$ cat config.mk
export PLATFORM = sky130hd
export DESIGN_NAME = mmio_csr_spm_bridge
export DESIGN_NICKNAME = d
export VERILOG_FILES = /design/src/rtl/mmio_csr_spm_bridge.sv
export SDC_FILE = /design/constraint.sdc
export NUM_CORES = 1
export LEC_CHECK = 0
export CAP_MARGIN = 20
export CORE_MARGIN = 2
export CORE_UTILIZATION = 25
export DETAILED_ROUTE_END_ITERATION = 10
export GPL_ROUTABILITY_DRIVEN = 0
export HOLD_SLACK_MARGIN = 0.05
export PLACE_DENSITY_LB_ADDON = 0.15
export SYNTH_ARGS = -nofsm -noshare
export SYNTH_HDL_FRONTEND = slang
export SYNTH_SLANG_ARGS = --single-unit
$ cat constraint.sdc
create_clock -name clk -period 3.5 [get_ports clk]
set_input_delay 0.7 -clock clk [delete_from_list [all_inputs] [get_ports clk]]
set_output_delay 0.7 -clock clk [all_outputs]
set_load 0.02 [all_outputs]
$ cat src/rtl/mmio_csr_spm_bridge.sv
// MMIO slave that splits the core load/store window into a local CSR file
// and a banked scratchpad reached over a valid/ready port.
module mmio_csr_spm_bridge #(
    parameter int DATA_W            = 32,
    parameter int ADDR_W            = 16,
    parameter int NUM_RFILE         = 2,
    parameter int NUM_WFILE         = 3,
    parameter int CSR_SELECT_BITIDX = 10,
    parameter int SPM_BANK_SIZE     = 512,
    parameter int NUM_SPM_BANKS     = 2,
    localparam int STRB_W = DATA_W / 8,
    localparam int SA_W   = $clog2(SPM_BANK_SIZE),
    localparam int BB     = $clog2(NUM_SPM_BANKS),
    localparam int BANK_W = (BB > 0) ? BB : 1
) (
    input  logic                          clk,
    input  logic                          rst_n,
    input  logic                          req_valid,
    output logic                          req_ready,
    input  logic                          req_we,
    input  logic [ADDR_W-1:0]             req_addr,
    input  logic [DATA_W-1:0]             req_wdata,
    input  logic [STRB_W-1:0]             req_wstrb,
    output logic                          rsp_valid,
    input  logic                          rsp_ready,
    output logic [DATA_W-1:0]             rsp_rdata,
    output logic                          rsp_err,
    input  logic [NUM_RFILE*DATA_W-1:0]   rfile_i,
    output logic [NUM_WFILE*DATA_W-1:0]   wfile_o,
    output logic [NUM_WFILE-1:0]          wfile_wr_o,
    output logic                          spm_req_valid,
    input  logic                          spm_req_ready,
    output logic                          spm_we,
    output logic [DATA_W-1:0]             spm_wdata,
    output logic [STRB_W-1:0]             spm_wstrb,
    output logic [BANK_W-1:0]             spm_bank,
    output logic [SA_W-1:0]               spm_addr,
    input  logic                          spm_rsp_valid,
    input  logic [DATA_W-1:0]             spm_rsp_rdata
);

    localparam int SPAN = (NUM_RFILE > NUM_WFILE) ? NUM_RFILE : NUM_WFILE;
    localparam int CW   = $clog2(2 * SPAN);
    localparam int WW   = ADDR_W - 2;

    typedef enum logic [2:0] {
        IDLE,
        CSR_RSP,
        SPM_REQ,
        SPM_WAIT,
        RSP
    } state_t;

    state_t                             state_q;
    logic                               req_ready_q;
    logic                               rsp_valid_q;
    logic                               rsp_err_q;
    logic [DATA_W-1:0]                  rsp_rdata_q;
    logic [NUM_WFILE-1:0][DATA_W-1:0]   wfile_q;
    logic [NUM_WFILE-1:0]               wfile_wr_q;
    logic                               spm_req_valid_q;
    logic                               spm_we_q;
    logic [DATA_W-1:0]                  spm_wdata_q;
    logic [STRB_W-1:0]                  spm_wstrb_q;
    logic [BANK_W-1:0]                  spm_bank_q;
    logic [SA_W-1:0]                    spm_addr_q;
    logic                               we_q;
    logic [DATA_W-1:0]                  wdata_q;
    logic [STRB_W-1:0]                  wstrb_q;
    logic [CW-1:0]                      cidx_q;
    logic                               csr_wr_q;
    logic [DATA_W-1:0]                  data_q;

    logic [WW-1:0]     w;
    logic [CW-1:0]     c;
    logic [31:0]       c32;
    logic [31:0]       w32;
    logic              dec_err;
    logic              dec_spm;
    logic              dec_csr_wr;
    logic [DATA_W-1:0] dec_data;

    // Request decode; RO data is captured here so it reflects rfile_i at accept.
    always_comb begin
        w          = req_addr[ADDR_W-1:2];
        c          = w[CW-1:0];
        c32        = 32'(c);
        w32        = 32'(w);
        dec_err    = 1'b0;
        dec_spm    = 1'b0;
        dec_csr_wr = 1'b0;
        dec_data   = '0;
        if (req_addr[1:0] != 2'b00) begin
            dec_err = 1'b1;
        end else if (!req_addr[CSR_SELECT_BITIDX]) begin
            if (w32 >= 32'(SPM_BANK_SIZE * NUM_SPM_BANKS)) begin
                dec_err = 1'b1;
            end else begin
                dec_spm = 1'b1;
            end
        end else if (c32 < 32'(NUM_WFILE)) begin
            dec_csr_wr = req_we && (req_wstrb != '0);
            for (int i = 0; i < NUM_WFILE; i++) begin
                if (c32 == 32'(i)) begin
                    dec_data = wfile_q[i];
                end
            end
        end else if (c32 >= 32'(SPAN) &&
                     c32 < 32'(SPAN + NUM_RFILE) && !req_we) begin
            for (int i = 0; i < NUM_RFILE; i++) begin
                if (c32 == 32'(SPAN + i)) begin
                    dec_data = rfile_i[i*DATA_W +: DATA_W];
                end
            end
        end else begin
            dec_err = 1'b1;
        end
    end

    always_ff @(posedge clk or negedge rst_n) begin
        if (!rst_n) begin
            state_q         <= IDLE;
            req_ready_q     <= 1'b1;
            rsp_valid_q     <= 1'b0;
            rsp_err_q       <= 1'b0;
            rsp_rdata_q     <= '0;
            wfile_q         <= '0;
            wfile_wr_q      <= '0;
            spm_req_valid_q <= 1'b0;
            spm_we_q        <= 1'b0;
            spm_wdata_q     <= '0;
            spm_wstrb_q     <= '0;
            spm_bank_q      <= '0;
            spm_addr_q      <= '0;
            we_q            <= 1'b0;
            wdata_q         <= '0;
            wstrb_q         <= '0;
            cidx_q          <= '0;
            csr_wr_q        <= 1'b0;
            data_q          <= '0;
        end else begin
            wfile_wr_q <= '0;
            unique case (state_q)
                IDLE: begin
                    if (req_valid) begin
                        req_ready_q <= 1'b0;
                        we_q        <= req_we;
                        wdata_q     <= req_wdata;
                        wstrb_q     <= req_wstrb;
                        cidx_q      <= c;
                        csr_wr_q    <= dec_csr_wr;
                        data_q      <= dec_data;
                        if (dec_err) begin
                            state_q     <= RSP;
                            rsp_valid_q <= 1'b1;
                            rsp_err_q   <= 1'b1;
                            rsp_rdata_q <= '0;
                        end else if (dec_spm) begin
                            state_q         <= SPM_REQ;
                            spm_req_valid_q <= 1'b1;
                            spm_we_q        <= req_we;
                            spm_wdata_q     <= req_wdata;
                            spm_wstrb_q     <= req_wstrb;
                            spm_bank_q      <= w[SA_W +: BANK_W];
                            spm_addr_q      <= w[SA_W-1:0];
                        end else begin
                            state_q <= CSR_RSP;
                        end
                    end
                end
                CSR_RSP: begin
                    state_q     <= RSP;
                    rsp_valid_q <= 1'b1;
                    rsp_err_q   <= 1'b0;
                    rsp_rdata_q <= we_q ? '0 : data_q;
                    if (csr_wr_q) begin
                        for (int i = 0; i < NUM_WFILE; i++) begin
                            if (32'(cidx_q) == 32'(i)) begin
                                wfile_wr_q[i] <= 1'b1;
                                for (int b = 0; b < STRB_W; b++) begin
                                    if (wstrb_q[b]) begin
                                        wfile_q[i][b*8 +: 8] <= wdata_q[b*8 +: 8];
                                    end
                                end
                            end
                        end
                    end
                end
                SPM_REQ: begin
                    if (spm_req_ready) begin
                        spm_req_valid_q <= 1'b0;
                        state_q         <= SPM_WAIT;
                    end
                end
                SPM_WAIT: begin
                    if (spm_rsp_valid) begin
                        state_q     <= RSP;
                        rsp_valid_q <= 1'b1;
                        rsp_err_q   <= 1'b0;
                        rsp_rdata_q <= we_q ? '0 : spm_rsp_rdata;
                    end
                end
                RSP: begin
                    if (rsp_ready) begin
                        state_q     <= IDLE;
                        rsp_valid_q <= 1'b0;
                        rsp_err_q   <= 1'b0;
                        rsp_rdata_q <= '0;
                        req_ready_q <= 1'b1;
                    end
                end
                default: begin
                    state_q <= IDLE;
                end
            endcase
        end
    end

    assign req_ready     = req_ready_q;
    assign rsp_valid     = rsp_valid_q;
    assign rsp_err       = rsp_err_q;
    assign rsp_rdata     = rsp_rdata_q;
    assign wfile_o       = wfile_q;
    assign wfile_wr_o    = wfile_wr_q;
    assign spm_req_valid = spm_req_valid_q;
    assign spm_we        = spm_we_q;
    assign spm_wdata     = spm_wdata_q;
    assign spm_wstrb     = spm_wstrb_q;
    assign spm_bank      = spm_bank_q;
    assign spm_addr      = spm_addr_q;

endmodule

* Word level (Yosys, flattened, before mapping)
Index checks and enable logic that the tools add are counted.
Operators by class: shift operators 0, divide/modulo/power cells 0, add/subtract/negate cells 0, bitwise gates (word level) 1, multiplexer cells 54, $mul 0, reduce and logical (&&, ||, !) cells 30, order comparisons 4, equal/unequal tests 17
Operators by type and width (number):
- $mux 32 | 15
- $pmux 32 s4 | 1
- $reduce_and 4->1 | 14
- $mux 1 | 25
- $mux 3 | 7
- $eq 3x2->1 const B | 5
- $pmux 3 s5 | 1
- $ge 14x11->1 const B | 1
- $ne 2x2->1 const B | 7
- $reduce_and 5->1 | 2
- $eq 3x1->1 const B | 3
- $logic_not 3->1 | 3
- $pmux 1 s4 | 2
- $reduce_bool 4->1 | 2
- $eq 3x3->1 const B | 2
- $reduce_bool 2->1 | 3
- $pmux 1 s2 | 2
- $ge 3x2->1 const B | 1
- $logic_and 1x1->1 | 3
- $lt 3x2->1 const B | 1
- $lt 3x3->1 const B | 1
- $reduce_and 3->1 | 1
- $mux 2 | 1
- $reduce_and 2->1 | 1
- other kinds (2) | 2
Word-level totals: input bits 155, output and inout bits 182, memories kept 0, bits in read-only memories 0, latch bits 0, bits in writable memories 0, bits in registers 258

* Logic depth before layout (Yosys ltp)
depth after elaboration 10, gate-level depth with buffers 7, mapped depth without buffers 4

* Worst setup path before layout
OpenSTA, ideal clock, no wires.
path kind input-to-reg, start input req_addr[10], end register spm_addr_q[6], in the netlist spm_addr[6], buffers on the path 2, arrival time 2.112 ns, setup slack 1.263 ns, required time 3.375 ns, library setup time 0.125 ns, stages on the path 6, cell sequence nor4_1 > nand2_1 > or2_2 > buf_2 > buf_2 > mux2_2
On the way: longest elaborated chain between the ends 6, elaborated cells between the ends (all ways) 9
RTL lines:
- start, declared | line 21 | input logic [ADDR_W-1:0] req_addr,
- $ge 14x11->1 | line 96 | if (w32 >= 32'(SPM_BANK_SIZE * NUM_SPM_BANKS)) begin
- $mux 1 | line 96
- $mux 1 | line 95 | end else if (!req_addr[CSR_SELECT_BITIDX]) begin
- $mux 1 | line 93 | if (req_addr[1:0] != 2'b00) begin
- $not 1->1 (no line)
- $reduce_and 4->1 (no line) (*)
- end signal, assigned | line 165 | spm_addr_q <= w[SA_W-1:0];
- end, declared | line 66 | logic [SA_W-1:0] spm_addr_q;
Mark *: on every way between the ends. The rest lies on a longest branch, timed or not. A chain may end at the register's enable or synchronous reset.

* Worst setup path after layout
start register req_ready_q, in the netlist req_ready, end output req_ready
RTL lines:
- start, declared | line 55 | logic req_ready_q;
- start signal, assigned | line 123 | req_ready_q <= 1'b1;
- start signal, assigned | line 146 | req_ready_q <= 1'b0;
- start signal, assigned | line 209 | req_ready_q <= 1'b1;
- end, declared | line 19 | output logic req_ready,
No word-level cell between the ends.

==> flow_metrics.py <==
metrics = {
    "outcome": {
        "status": "finished clean",
    },
    "synthesis": {
        "synth_most_common_cell": "dfrtp_1",
        "syn-cell-area_sq_um": 11200,
        "avgSynthCellArea_sq_um": 13.0,
        "synthTopCellsByArea": "dfrtp_1 57%, mux2_2 18%, mux2i_1 5.9%",
        "yosys-top-cells-count": "257 x dfrtp_1, 181 x mux2_2, 99 x o21ai_0",
        "synth_top_area_share_pct": 57.2,
        "synth_flop_cell": "dfrtp_1",
        "yosys.cell_types.count": 39,
        "synth-seq-cells": 258,
        "synthArstFlopShare_pct": 100,
        "synth_nets": 1017,
        "synth_edf_count": 0,
        "yosysSeqAreaShare_pct": 57.5,
        "yosys.area.top_type": "dfrtp_1",
        "synth_cells": 862,
        "synth_warnings": 0,
    },
    "clock_tree": {
        "ctsHoldBuffers": 0,
        "h-tree-depth": 1,
        "cts_tree": "done",
        "postCtsSetupBuffers": 0,
        "path_clk_slew_ns": 0.06,
        "cts_buffers": 30,
        "clockBufferDepth": 3,
        "cts_resized": 0,
        "cts.sinks": 258,
        "clk_latency_ns": 0.58,
        "cts_root_buffer": "clkbuf_16",
    },
    "routing": {
        "first_pass_iters": 4,
        "via_count": 8394,
        "drtAntennaViolNets": 0,
        "wire_per_inst_um": 22.2,
        "vias_per_cell": 4.64,
        "drt_iter0_drc": 405,
        "drc_errors": 0,
        "drt_wl_total_um": 40200,
    },
    "place": {
        "dp_hpwl_um": 28300,
        "portBuffers": 336,
        "place_inst": 1752,
        "postPlaceCellArea_sq_um": 15300,
    },
    "floorplan": {
        "coreArea_sq_um": 44300,
        "ios": 337,
        "die_h_um": 216,
        "die_x_um": 216,
        "rows": 77,
        "initial_utilization_pct": 25.4,
        "dieArea_sq_um": 46700,
    },
    "setup_path": {
        "cp_num_buf_inv": 1,
        "critPathSlowestCell": "clkdlybuf4s50_1",
        "critPathLaunchType": "flop",
        "crit_fanout": 3,
        "crit_required_ns": 2.80,
        "crit_path_end_kind": "output pin",
        "crit_arrival_ns": 1.71,
        "path_class": "reg -> out",
        "critPathMaxStageDelay_ns": 0.60,
        "cp_top_family": "buffers and inverters",
        "path_cells": "clkdlybuf4s50_1",
    },
    "cells_and_area": {
        "final_area_sq_um": 16400,
        "finalNetCount": 1347,
        "drive_gt1_share_pct": 22.4,
        "finalNonFillerCells": 1809,
        "area_delta_synth_final_pct": 45.8,
    },
    "power": {
        "design_power_total_mw": 8.28,
        "p_per_area_nw_per_um2": 505,
        "peakVddDrop_mv": 0.339,
        "power_leakage_nw": 7.15,
    },
    "sta": {
        "timing.hold.ws_ns": 0.112,
        "slew_viol_final": 0,
        "slew_headroom_pct": 47.6,
        "fin_worst_skew_ns": 0.0254,
        "rsz0062_at_grt": "no",
        "worst_slew_pin_slew_ns": 0.786,
        "finalHoldViolations": 0,
        "setup_viol": 0,
        "fin_crit_sh_pct": 68.8,
        "layout_min_cycle_time_ns": 2.41,
        "setup_tns_ns": 0,
        "max_freq_ghz": 0.415,
    },
    "grt": {
        "grt_pass1_wl_um": 60200,
        "track_usage_pct": 17.0,
        "grt_max_degree": 82,
        "grt_pass1_vias": 8819,
        "antenna_found_initial": 8,
        "grt-ovfl-total": 0,
    },
    "flow_run": {
        "maxCapViolations": 0,
    },
    "min_path": {
        "hold_class": "in -> async",
    },
}
==> sequential cells by signal, indices dropped and copies added (netlist names) <==
| name | count |
|---|---|
| wfile_o | 96 |
| data_q | 32 |
| rsp_rdata | 32 |
| spm_wdata | 32 |
| wdata_q | 32 |
| spm_addr | 9 |
| spm_wstrb | 4 |
| wstrb_q | 4 |
| cidx_q | 3 |
| state_q | 3 |
| wfile_wr_o | 3 |
| csr_wr_q | 1 |
| req_ready | 1 |
| rsp_err | 1 |
| rsp_valid | 1 |
| spm_bank | 1 |
| spm_req_valid | 1 |
| spm_we | 1 |
| we_q | 1 |
==> path summary, 6_finish.rpt <==
check,startpoint,end,slack (ns),cells after the start
setup / recovery,req_ready,req_ready,1.09,1
hold / removal,rst_n,spm_wdata[11],0.11,1
setup reg to reg,state_q[0],wfile_o[94],1.26,4
hold reg to reg,data_q[25],data_q[25],0.48,2
max in group asynchronous,rst_n,wdata_q[5],2.44,2
min in group clk,data_q[25],data_q[25],0.48,2
==> cells in the final DEF, fill, tap and decap left out, drive strengths merged, types with 3 or more instances in the layout <==
cell	instances
clkdlybuf4s50	332
dfrtp	257
mux2	182
o21ai	99
o2bb2ai	66
mux2i	66
nand2	52
clkbuf	35
a22oi	32
buf	27
clkinv	14
nor2	6
a21oi	6
inv	6
bufinv	5
nor3b	3
==> power by group <==
group	switching [mW]	total [mW]	internal, mW
logic	0.617	1.27	0.654
registers	0.321	3.64	3.32
clock network	1.35	3.37	2.02
total	2.29	8.28	5.99
==> layer usage <==
| layer | routed length (um) | global-route usage [%] |
|---|---|---|
| met1 | 18800 | 23.8 |
| met2 | 18100 | 26.5 |
| met3 | 2250 | 4.09 |
| met4 | 985 | 4.32 |
| met5 | 26 | 0 |
==> through the flow <==
step	setup WS [ns]	util (%)
after floorplan	1.26	-
after global placement	0.539	34.6
after detailed placement	0.545	34.6
after CTS	1.05	37.0
after global routing	1.00	37.0
final	1.09	37.0
==> area by class of cell <==
| class | count | area (sq um) |
|---|---|---|
| tap | 592 | 741 |
| clock buffer | 35 | 810 |
| inverter | 5 | 18.8 |
| sequential | 258 | 6460 |
| fill | 4406 | 27900 |
| multi-input combinational | 538 | 4540 |
| antenna | 2 | 5.00 |
| timing repair buffer | 359 | 3570 |
| clock inverter | 20 | 244 |
==> cells by family (layout without fill, tap and decap cells) <==
logic type | count (synthesis) | after routing | share of synthesized area (%)
other | 0 | 2 | 0
buffers and inverters | 66 | 419 | 2.33
muxes | 248 | 248 | 24.1
DFF | 258 | 258 | 57.5
and+or+nand+nor | 80 | 80 | 3.62
AOI/OAI and AO/OA | 210 | 210 | 12.5
Power figures use the tool's default switching activity.
